<file path="src/rtl/axi_lite_chk_pkg.sv">
// Shared types, constants and helpers for the AXI4-Lite protocol checker.
// Error IDs double as bit positions in the sticky error bitmap.
package axi_lite_chk_pkg;

    localparam int ERR_W = 14;

    typedef enum logic [3:0] {
        ERR_AW_DROP   = 4'd0,
        ERR_W_DROP    = 4'd1,
        ERR_B_DROP    = 4'd2,
        ERR_AR_DROP   = 4'd3,
        ERR_R_DROP    = 4'd4,
        ERR_AW_CHANGE = 4'd5,
        ERR_W_CHANGE  = 4'd6,
        ERR_B_CHANGE  = 4'd7,
        ERR_AR_CHANGE = 4'd8,
        ERR_R_CHANGE  = 4'd9,
        ERR_B_NO_REQ  = 4'd10,
        ERR_R_NO_REQ  = 4'd11,
        ERR_OVERFLOW  = 4'd12,
        ERR_TIMEOUT   = 4'd13
    } err_id_e;

    localparam logic [1:0] RESP_OKAY   = 2'b00;
    localparam logic [1:0] RESP_EXOKAY = 2'b01;
    localparam logic [1:0] RESP_SLVERR = 2'b10;
    localparam logic [1:0] RESP_DECERR = 2'b11;

    function automatic int cnt_width(input int max_outstanding);
        return $clog2(max_outstanding + 1);
    endfunction

    // Priority encode: the lowest set ID wins so err_code is deterministic.
    function automatic logic [3:0] lowest_err(input logic [ERR_W-1:0] bits);
        logic [3:0] id;
        id = '0;
        for (int i = ERR_W - 1; i >= 0; i--) begin
            if (bits[i]) id = 4'(i);
        end
        return id;
    endfunction

endpackage

</file>
<file path="src/rtl/axi_lite_chk_chan.sv">
// Per-channel VALID/payload stability monitor: remembers a stall and flags a
// dropped VALID or a payload that moved before the handshake completed.
module axi_lite_chk_chan
    import axi_lite_chk_pkg::*;
#(
    parameter int PAYLOAD_W = 32
) (
    input  logic                 clk_i,
    input  logic                 rst_i,
    input  logic                 valid_i,
    input  logic                 ready_i,
    input  logic [PAYLOAD_W-1:0] payload_i,
    output logic                 drop_err_o,
    output logic                 change_err_o
);

    logic                 stall_q;
    logic [PAYLOAD_W-1:0] payload_q;
    logic                 stall_now;

    assign stall_now = valid_i & ~ready_i;

    // Payload is recaptured on every stalled edge, so a single change is reported once.
    always_ff @(posedge clk_i) begin
        if (rst_i) begin
            stall_q   <= 1'b0;
            payload_q <= '0;
        end else begin
            stall_q <= stall_now;
            if (stall_now) begin
                payload_q <= payload_i;
            end
        end
    end

    assign drop_err_o   = stall_q & ~valid_i;
    assign change_err_o = stall_q & valid_i & (payload_i != payload_q);

endmodule

</file>
<file path="config.mk">
export PLATFORM = sky130hd
export DESIGN_NAME = axi_lite_chk_chan
export DESIGN_NICKNAME = d
export VERILOG_FILES = /design/src/rtl/axi_lite_chk_pkg.sv /design/src/rtl/axi_lite_chk_chan.sv
export SDC_FILE = /design/constraint.sdc
export NUM_CORES = 1
export LEC_CHECK = 0
export ABC_AREA = 1
export CAP_MARGIN = 20
export CORE_MARGIN = 2
export CORE_UTILIZATION = 46
export CTS_CLUSTER_DIAMETER = 50
export DETAILED_ROUTE_END_ITERATION = 8
export PLACE_DENSITY = 0.75
export SLEW_MARGIN = 10
export SYNTH_ARGS = -nofsm -noshare
export SYNTH_HDL_FRONTEND = slang
export SYNTH_SLANG_ARGS = --single-unit
</file>
<file path="constraint.sdc">
create_clock -name clk_i -period 1.05 [get_ports clk_i]
set_input_delay 0.1575 -clock clk_i [delete_from_list [all_inputs] [get_ports clk_i]]
set_output_delay 0.1575 -clock clk_i [all_outputs]
set_load 0.02 [all_outputs]
</file>
Word-level counts from Yosys, hierarchy flattened. Index checks and enable logic that the tools add are counted. Widths: inputs -> output; s select.

Bits in read-only memories: 0. Flip-flop bits (word level): 33. Bits in latches: 0. Input port bits: 36. Memory bits (writable): 0. Word-level logic and storage cells: 9. Output and inout bits: 2. Memories: 0.

Order comparisons: 0. Add/subtract/negate cells: 0. Bitwise logic cells: 6. Reduce and logical (&&, ||, !) cells: 0. Multiplexer cells: 0. Eq/ne operators: 1. Multipliers: 0. Div/mod/pow operators: 0. Shift-type cells: 0.

Operators with widths (number): $ne 32x32->1 (1); $and 1x1->1 (4); $not 1->1 (2).

Depth between registers and ports, before layout. Gate-level depths: netlist of the first run.

Depth in word-level cells: 2. Gate-level depth with buffers: 9.

Least setup slack after synthesis of the first run. Ideal clock, no wire load.

Path type: reg2out. From: register payload_q[29]. To: output port change_err_o. Arrival time: 945 ps. Stages on the path, launching flop included: 9. Data required time: 892 ps. Slack: -52 ps. Buffers on the path: 0. Path through: dfxtp_1 -> nor2_1 -> nor2_1 -> nor2_1 -> nand2_1 -> nor2_1 -> nand2_1 -> nor2_1 -> nor2_1.

Cells in the longest elaborated chain, start to end: 2.

RTL lines: start, declared (line axi_lite_chk_chan.sv:18) `logic [PAYLOAD_W-1:0] payload_q;`; start signal, assigned (line axi_lite_chk_chan.sv:31) `payload_q <= payload_i;`; $ne 32x32->1 (line axi_lite_chk_chan.sv:37) `assign change_err_o = stall_q & valid_i & (payload_i != payload_q);`; $and 1x1->1 (line axi_lite_chk_chan.sv:37); end, declared (line axi_lite_chk_chan.sv:14) `output logic change_err_o`.

Every way passes these cells.

Worst setup path after layout of the first run.
From: input port payload_i[17]. To: output port change_err_o.

Cells in the longest elaborated chain, start to end: 2.

RTL lines: start, declared (line axi_lite_chk_chan.sv:12) `input logic [PAYLOAD_W-1:0] payload_i,`; $ne 32x32->1 (line axi_lite_chk_chan.sv:37); $and 1x1->1 (line axi_lite_chk_chan.sv:37).

Every way passes these cells.

==> metrics, run 1 <==
core region area=4000 um2; Critical path origin=payload_i[17]; commonest non-fill, non-tap cell in the layout=nand2_1; CTS Buffer Depth=2; total gr overflow=0; crit start category=input pin; Synth cell types=15; max_cap viols=0; final antenna-violating net count=0; row count=23; critical path type=in2out; Worst R2R Setup Slack=0.31 ns; Worst R2R Path Depth=3; outcome=finished with violations; GPL Wtd Cong=0.732; GRT Total Usage=0.190; largest cells by area after synthesis=dfxtp_1 35%, nand2_1 20%, nor2_1 13%, a211oi_2 12%, inv_1 9.4%; failing checks=setup timing; worst slew pin tran=0.201 ns; worst-path fanout max=2; yosys warns=0; minimum clock period=1.56 ns; P per Cell Area=1200 nW/um2; Cells after Synth=297; hpwl dp=2750 um; chip width=68.4 um; endpoint class of the critical path=output pin; Place WS=-1.00 ns; Req. time, crit path=0.89 ns; Final Hold Fails=0; register area share after synthesis=0.346; Mean Syn Cell Area=6.42 um2; Synth Register Bits=33; n_diodes=0; Peak supply drop=0.966 mV; clk slew on worst S/H paths=0.07 ns; routed wire length=4050 um; global-route wire length before repair=6660 um; initial antenna violation count=0; height of the die=68.4 um; placed cell area=2470 um2; Fmax achieved=0.640 GHz; Initial Utilization=0.477; layout net count=397; port buffer count=37; Reg2Reg Launch Point=payload_q[18]; RSZ-0062 raised after global routing=true; area leader, netlist=dfxtp_1; most frequent cells in the layout=104 x nand2_1, 60 x nor2_1, 46 x inv_1; max-slew violations=0; WP data arrival=1.41 ns; period utilisation layout=1.49; Avg WL per Cell=9.83 um; Post-route DRC=0; CTS Sinks=33; crit path to=change_err_o; Final Power=0.00329 W; # hold bufs at CTS=0; Synth top area share=0.346; Detailed Route Iter0 Violations=84; vias in the first global route=1707; layout cell share with drive strength beyond 1=0.238; 1st-pass router iterations=4; Layout area overhead=44.2%; Final Setup Violations=1; Leak=1.44 nW; vias after detailed routing=1864; synthesized cell area=1910 um2; clk root buf=clkbuf_8; clock latency on the worst-skew pair=0.28 ns; TritonCTS Buffers=5; FF-to-FF End=payload_q[18]; Min-Delay Path Class=in2reg; Via density=4.52; Design Area, Final=2750 um2; largest net degree at the start of global routing=34; CTS tree=done; syn nets=333; Slew Limit Headroom=0.866; number of I/O pins=38; final setup margin=-0.513 ns; H-tree Lvls=2; Die Area=4680 um2; worst clock skew=0 ns
[per-stage QoR]
step	util	cells	TNS [ns]	hold slack (ns)
2_1_floorplan	-	297	-0.00528	0.297
3_3_place_gp	0.617	397	-13.29	0.454
3_5_place_dp	0.617	397	-14.43	0.461
4_1_cts	0.669	409	-0.576	0.359
5_1_grt	0.687	412	-0.661	0.176
6_report	0.687	412	-0.513	0.172
[where the power goes]
part           internal (W)  switching [W]  leakage [nW]
Clock              0.000774       0.000472        0.0585
Combinational      0.000347       0.000312          1.11
Sequential          0.00133      0.0000498         0.278
Total               0.00245       0.000834          1.44
[worst min path at each step]
stage	from	to	cells past startpoint
floorplan	payload_i[24]	payload_q[24]	2
global placement	payload_q[25]	payload_q[25]	2
detailed placement	payload_q[25]	payload_q[25]	2
CTS	payload_i[30]	payload_q[30]	4
global route	payload_i[3]	payload_q[3]	3
finish	payload_i[20]	payload_q[20]	3
[routing by layer]
metal,vias to the layer above,wire length [um],global-route usage
li1,1018,-,-
met1,799,1820,0.210
met2,41,1980,0.349
met3,6,193,0.0461
met4,0,55,0.0675
met5,-,0,0
[what timing repair did]
| action | 4_1_cts | 5_1_grt |
|---|---|---|
| buffers inserted | 2 | 3 |
| resized for setup | 24 | 27 |
| setup endpoints to repair | 34 | 21 |
| pin swaps | 9 | 19 |
| endpoints found under the hold margin | 0 | 0 |
| gates cloned | 2 | 0 |
[Yosys cell counts]
| cell type | count |
|---|---|
| buf_6 | 4 |
| buf_8 | 1 |
| buf_2 | 2 |
| inv_1 | 48 |
| dfxtp_1 | 33 |
| inv_2 | 2 |
| clkbuf_2 | 1 |
| buf_1 | 1 |
| a211oi_2 | 18 |
| nor2_1 | 64 |
| nand2_1 | 104 |
| a21oi_1 | 14 |
| buf_4 | 1 |
| xor2_1 | 3 |
| nor2_8 | 1 |
[cell families after synthesis]
group	count (synthesis)	synth area share
flip-flops	33	0.346
AND/OR/NAND/NOR	169	0.341
AO/OA/AOI/OAI	32	0.155
XOR/XNOR	3	0.0138
buffers and inverters	60	0.144
[registers in the layout (all words and copies together), names as in the netlist]
name,flops
stall_q,1
payload_q,32
[critical path: stages]
cell             delay [ns]
clkdlybuf4s50_1        0.48
inv_1                  0.06
nand2_1                0.05
nand2_1                0.05
nor2_1                 0.10
nand2_1                0.06
nor2_1                 0.10
nand2_1                0.08
nor2_2                 0.10
nor2_2                 0.05
buf_6                  0.12
[cell type report]
class,count,area (um2)
Multi-Input combinational cell,204,987
Clock buffer,7,86.3
Inverter,50,190
Fill cell,347,1250
Clock inverter,1,30.0
Timing Repair Buffer,67,708
Sequential cell,33,684
Tap cell,50,62.6
(Power assumes the default switching activity.)
==> inputs of run 2 (changes only) <==
--- a/config.mk
+++ b/config.mk
@@ -12,6 +12,7 @@
 export CTS_CLUSTER_DIAMETER = 50
 export DETAILED_ROUTE_END_ITERATION = 8
 export PLACE_DENSITY = 0.75
+export SKIP_LAST_GASP = 1
 export SLEW_MARGIN = 10
 export SYNTH_ARGS = -nofsm -noshare
 export SYNTH_HDL_FRONTEND = slang
==> results of run 2 <==
Final layout, timing and power as in run 1 (identical DEF).
==> inputs of run 3 (changes only) <==
--- a/config.mk
+++ b/config.mk
@@ -10,10 +10,11 @@
 export CORE_MARGIN = 2
 export CORE_UTILIZATION = 46
 export CTS_CLUSTER_DIAMETER = 50
+export CTS_CLUSTER_SIZE = 20
 export DETAILED_ROUTE_END_ITERATION = 8
 export PLACE_DENSITY = 0.75
+export SETUP_SLACK_MARGIN = 0.02
 export SKIP_LAST_GASP = 1
-export SLEW_MARGIN = 10
 export SYNTH_ARGS = -nofsm -noshare
 export SYNTH_HDL_FRONTEND = slang
 export SYNTH_SLANG_ARGS = --single-unit
==> metrics, run 3 (synthesized netlist as in run 1, its figures left out) <==
outcome=finished with violations; failing checks=setup timing; Worst Hold End=payload_q[20]; worst-path fanout max=2 (unchanged); crit start category=input pin; port buffer count=37 (unchanged); Hold Path Depth=3 (unchanged); Fillers=348 (+0.29%); GR Util met3=0.0493 (+0.00329); routed wire length=4120 um (+1.9%); n_diodes=0 (unchanged); Worst R2R Setup Slack=0.31 ns (about the same); vias after detailed routing=1871 (+0.38%); H-tree Lvls=2 (unchanged); Detailed Route Iter0 Violations=87 (+3.6%); Leak=1.44 nW (-0.22%); height of the die=68.4 um (unchanged); Internal=0.00245 W (about the same); GPL Wtd Cong=0.732 (unchanged); initial antenna violation count=0 (unchanged); RSZ-0062 raised after global routing=true; max_cap viols=0 (unchanged); final setup margin=-0.538 ns (-0.0257 ns); met2 GRT Util=0.359 (+0.0108); Crit path buffers/inverters=2 (-1); Clk network pwr share=0.378 (about the same); minimum clock period=1.59 ns (+0.0257 ns); CTS Sinks=33 (unchanged); row count=23 (unchanged); commonest non-fill, non-tap cell in the layout=nand2_1; CP max stage delay=0.46 ns (-0.02 ns); layout net count=396 (-0.25%); GRT Max-Usage Layer=met2; Peak supply drop=0.968 mV (+0.22%); Die Area=4680 um2 (unchanged); Initial Utilization=0.477 (unchanged); clk slew on worst S/H paths=0.07 ns (about the same); clk root buf=clkbuf_8; M1 GR Usage=0.209 (-0.00180); CP dominant cell by count=nor2_2; area of the multi-input gates=990 um2 (+0.25%); endpoint class of the critical path=output pin; FF+latch area=687 um2 (+0.37%); Worst R2R Path Depth=3 (unchanged); layout cell share with drive strength beyond 1=0.244 (+0.00620); GRT Total Usage=0.194 (+0.00384); Avg WL per Cell=10.0 um (+2.1%); Logic pwr share=0.201 (about the same); Slew Limit Headroom=0.860 (-0.00576); kind of cell adding the most delay to the critical path=buffers and inverters; largest net degree at the start of global routing=34 (unchanged); 1st-pass router iterations=4 (unchanged); period utilisation layout=1.51 (+0.0245); Sw Share=0.254 (+0.000495); worst slew pin tran=0.209 ns (+0.00865 ns); global-route wire length before repair=6760 um (+1.6%); HP Start=payload_i[20]; WP data arrival=1.43 ns (+0.02 ns); Fmax achieved=0.630 GHz (-1.6%); top flop regs=payload_q (32), stall_q (1); # hold bufs at CTS=0 (unchanged); Finished Core Util=0.688 (about the same); vias in the first global route=1738 (+1.8%); max-slew violations=0 (unchanged); P per Cell Area=1200 nW/um2 (about the same); Via density=4.55 (+0.62%); max FFs per register=32 (unchanged); Final Hold Fails=0 (unchanged); clock latency on the worst-skew pair=0.28 ns (about the same); Psw=0.000836 W (+0.26%); Sequential Power Share=0.421 (about the same); total gr overflow=0 (unchanged); Post-route DRC=0 (unchanged); most frequent cells in the layout=104 x nand2_1, 59 x nor2_1, 46 x inv_1; worst-path cell chain=clkdlybuf4s50_1 > xor2_1 > nor2_1 > nand2_1 > nor2_2 > nand2_1 > nor2_2 > nor2_2 > buf_6; number of I/O pins=38 (unchanged); FF-to-FF End=payload_q[18]; Final Setup Violations=1 (unchanged); critical path type=in2out; Min-Delay Path Class=in2reg; CTS tree=done; CTS Buffer Depth=2 (unchanged); hpwl dp=2750 um (unchanged); setup TNS=-0.538 ns (-0.0257 ns); chip width=68.4 um (unchanged); Layout area overhead=44.2% (about the same); Critical-path top delay cell=clkdlybuf4s50_1; Req. time, crit path=0.89 ns (about the same); final antenna-violating net count=0 (unchanged); TritonCTS Buffers=5 (unchanged); worst clock skew=0 ns (unchanged); Reg2Reg Launch Point=payload_q[18]; Largest Register=payload_q; core region area=4000 um2 (unchanged)
[run 3: cell count changes in the layout (fill, tap and decap cells not counted), sizes merged]
| cell | before | now |
|---|---|---|
| buf | 32 | 31 |
[run 3: how the worst max path moves through the flow]
stage | start | to | slack (ns) | cells after the start
after detailed placement | payload_i[22] | change_err_o | -1.00 | 11
after CTS | payload_q[30] | change_err_o | -0.56 | 10
after global placement | payload_i[3] | change_err_o | -1.0 | 11
after global routing | payload_q[20] | change_err_o | -0.66 | 9
final | payload_i[6] | change_err_o | -0.54 | 9
after floorplan | payload_q[8] | change_err_o | -0.005 | 9
[run 3: final cells by class]
cell class,count,share of cell area
Clock buffer,7,0.0314
Clock inverter,1,0.0109
Inverter,50,0.0692
Multi-Input combinational cell,204,0.360
Sequential cell,33,0.250
Tap cell,50,0.0227
Timing Repair Buffer,66,0.256
[run 3: power groups by stage]
stage | Combinational [W] | Sequential (W) | Clock (W)
after global routing | 0.000743 | 0.00139 | 0.00132
after global placement | 0.000604 | 0.00140 | 0
after detailed placement | 0.000619 | 0.00141 | 0
after floorplan | 0.000358 | 0.00140 | 0
final | 0.000661 | 0.00138 | 0.00124
after CTS | 0.000664 | 0.00138 | 0.00127
[run 3: metal layers]
layer / vias up / part of all wire / wire (um)
met5: - / 0 / 0
met3: 8 / 0.042 / 173
li1: 1016 / - / -
met2: 33 / 0.49 / 2020
met4: 0 / 0.016 / 68
met1: 814 / 0.45 / 1860
[run 3: through the flow]
stage	power [W]	hold slack (ns)	std cells	instance area, um2	setup WS, ns
finish	0.00329	0.174	411	2750	-0.538
CTS	0.00331	0.359	409	2680	-0.563
global route	0.00345	0.176	411	2750	-0.661
detailed placement	0.00202	0.461	397	2470	-1.00
global placement	0.00201	0.454	397	2470	-0.998
floorplan	0.00175	0.297	297	1920	-0.00528
[run 3: what timing repair did]
item                                    CTS  global route
endpoints found under the setup margin   34            21
gates cloned                              2             0
pin swaps                                 9            19
endpoints found under the hold margin     0             0
buffers inserted                          2             2
gates resized for setup                  26            29
[run 3: worst register-to-register path: cells and delay by family, from the launching register on]
family	cells	cell delay (ns)
DFF	1	0.33
buffers and inverters	1	0.13
and+or+nand+nor	1	0.13
AOI/OAI and AO/OA	1	0.04
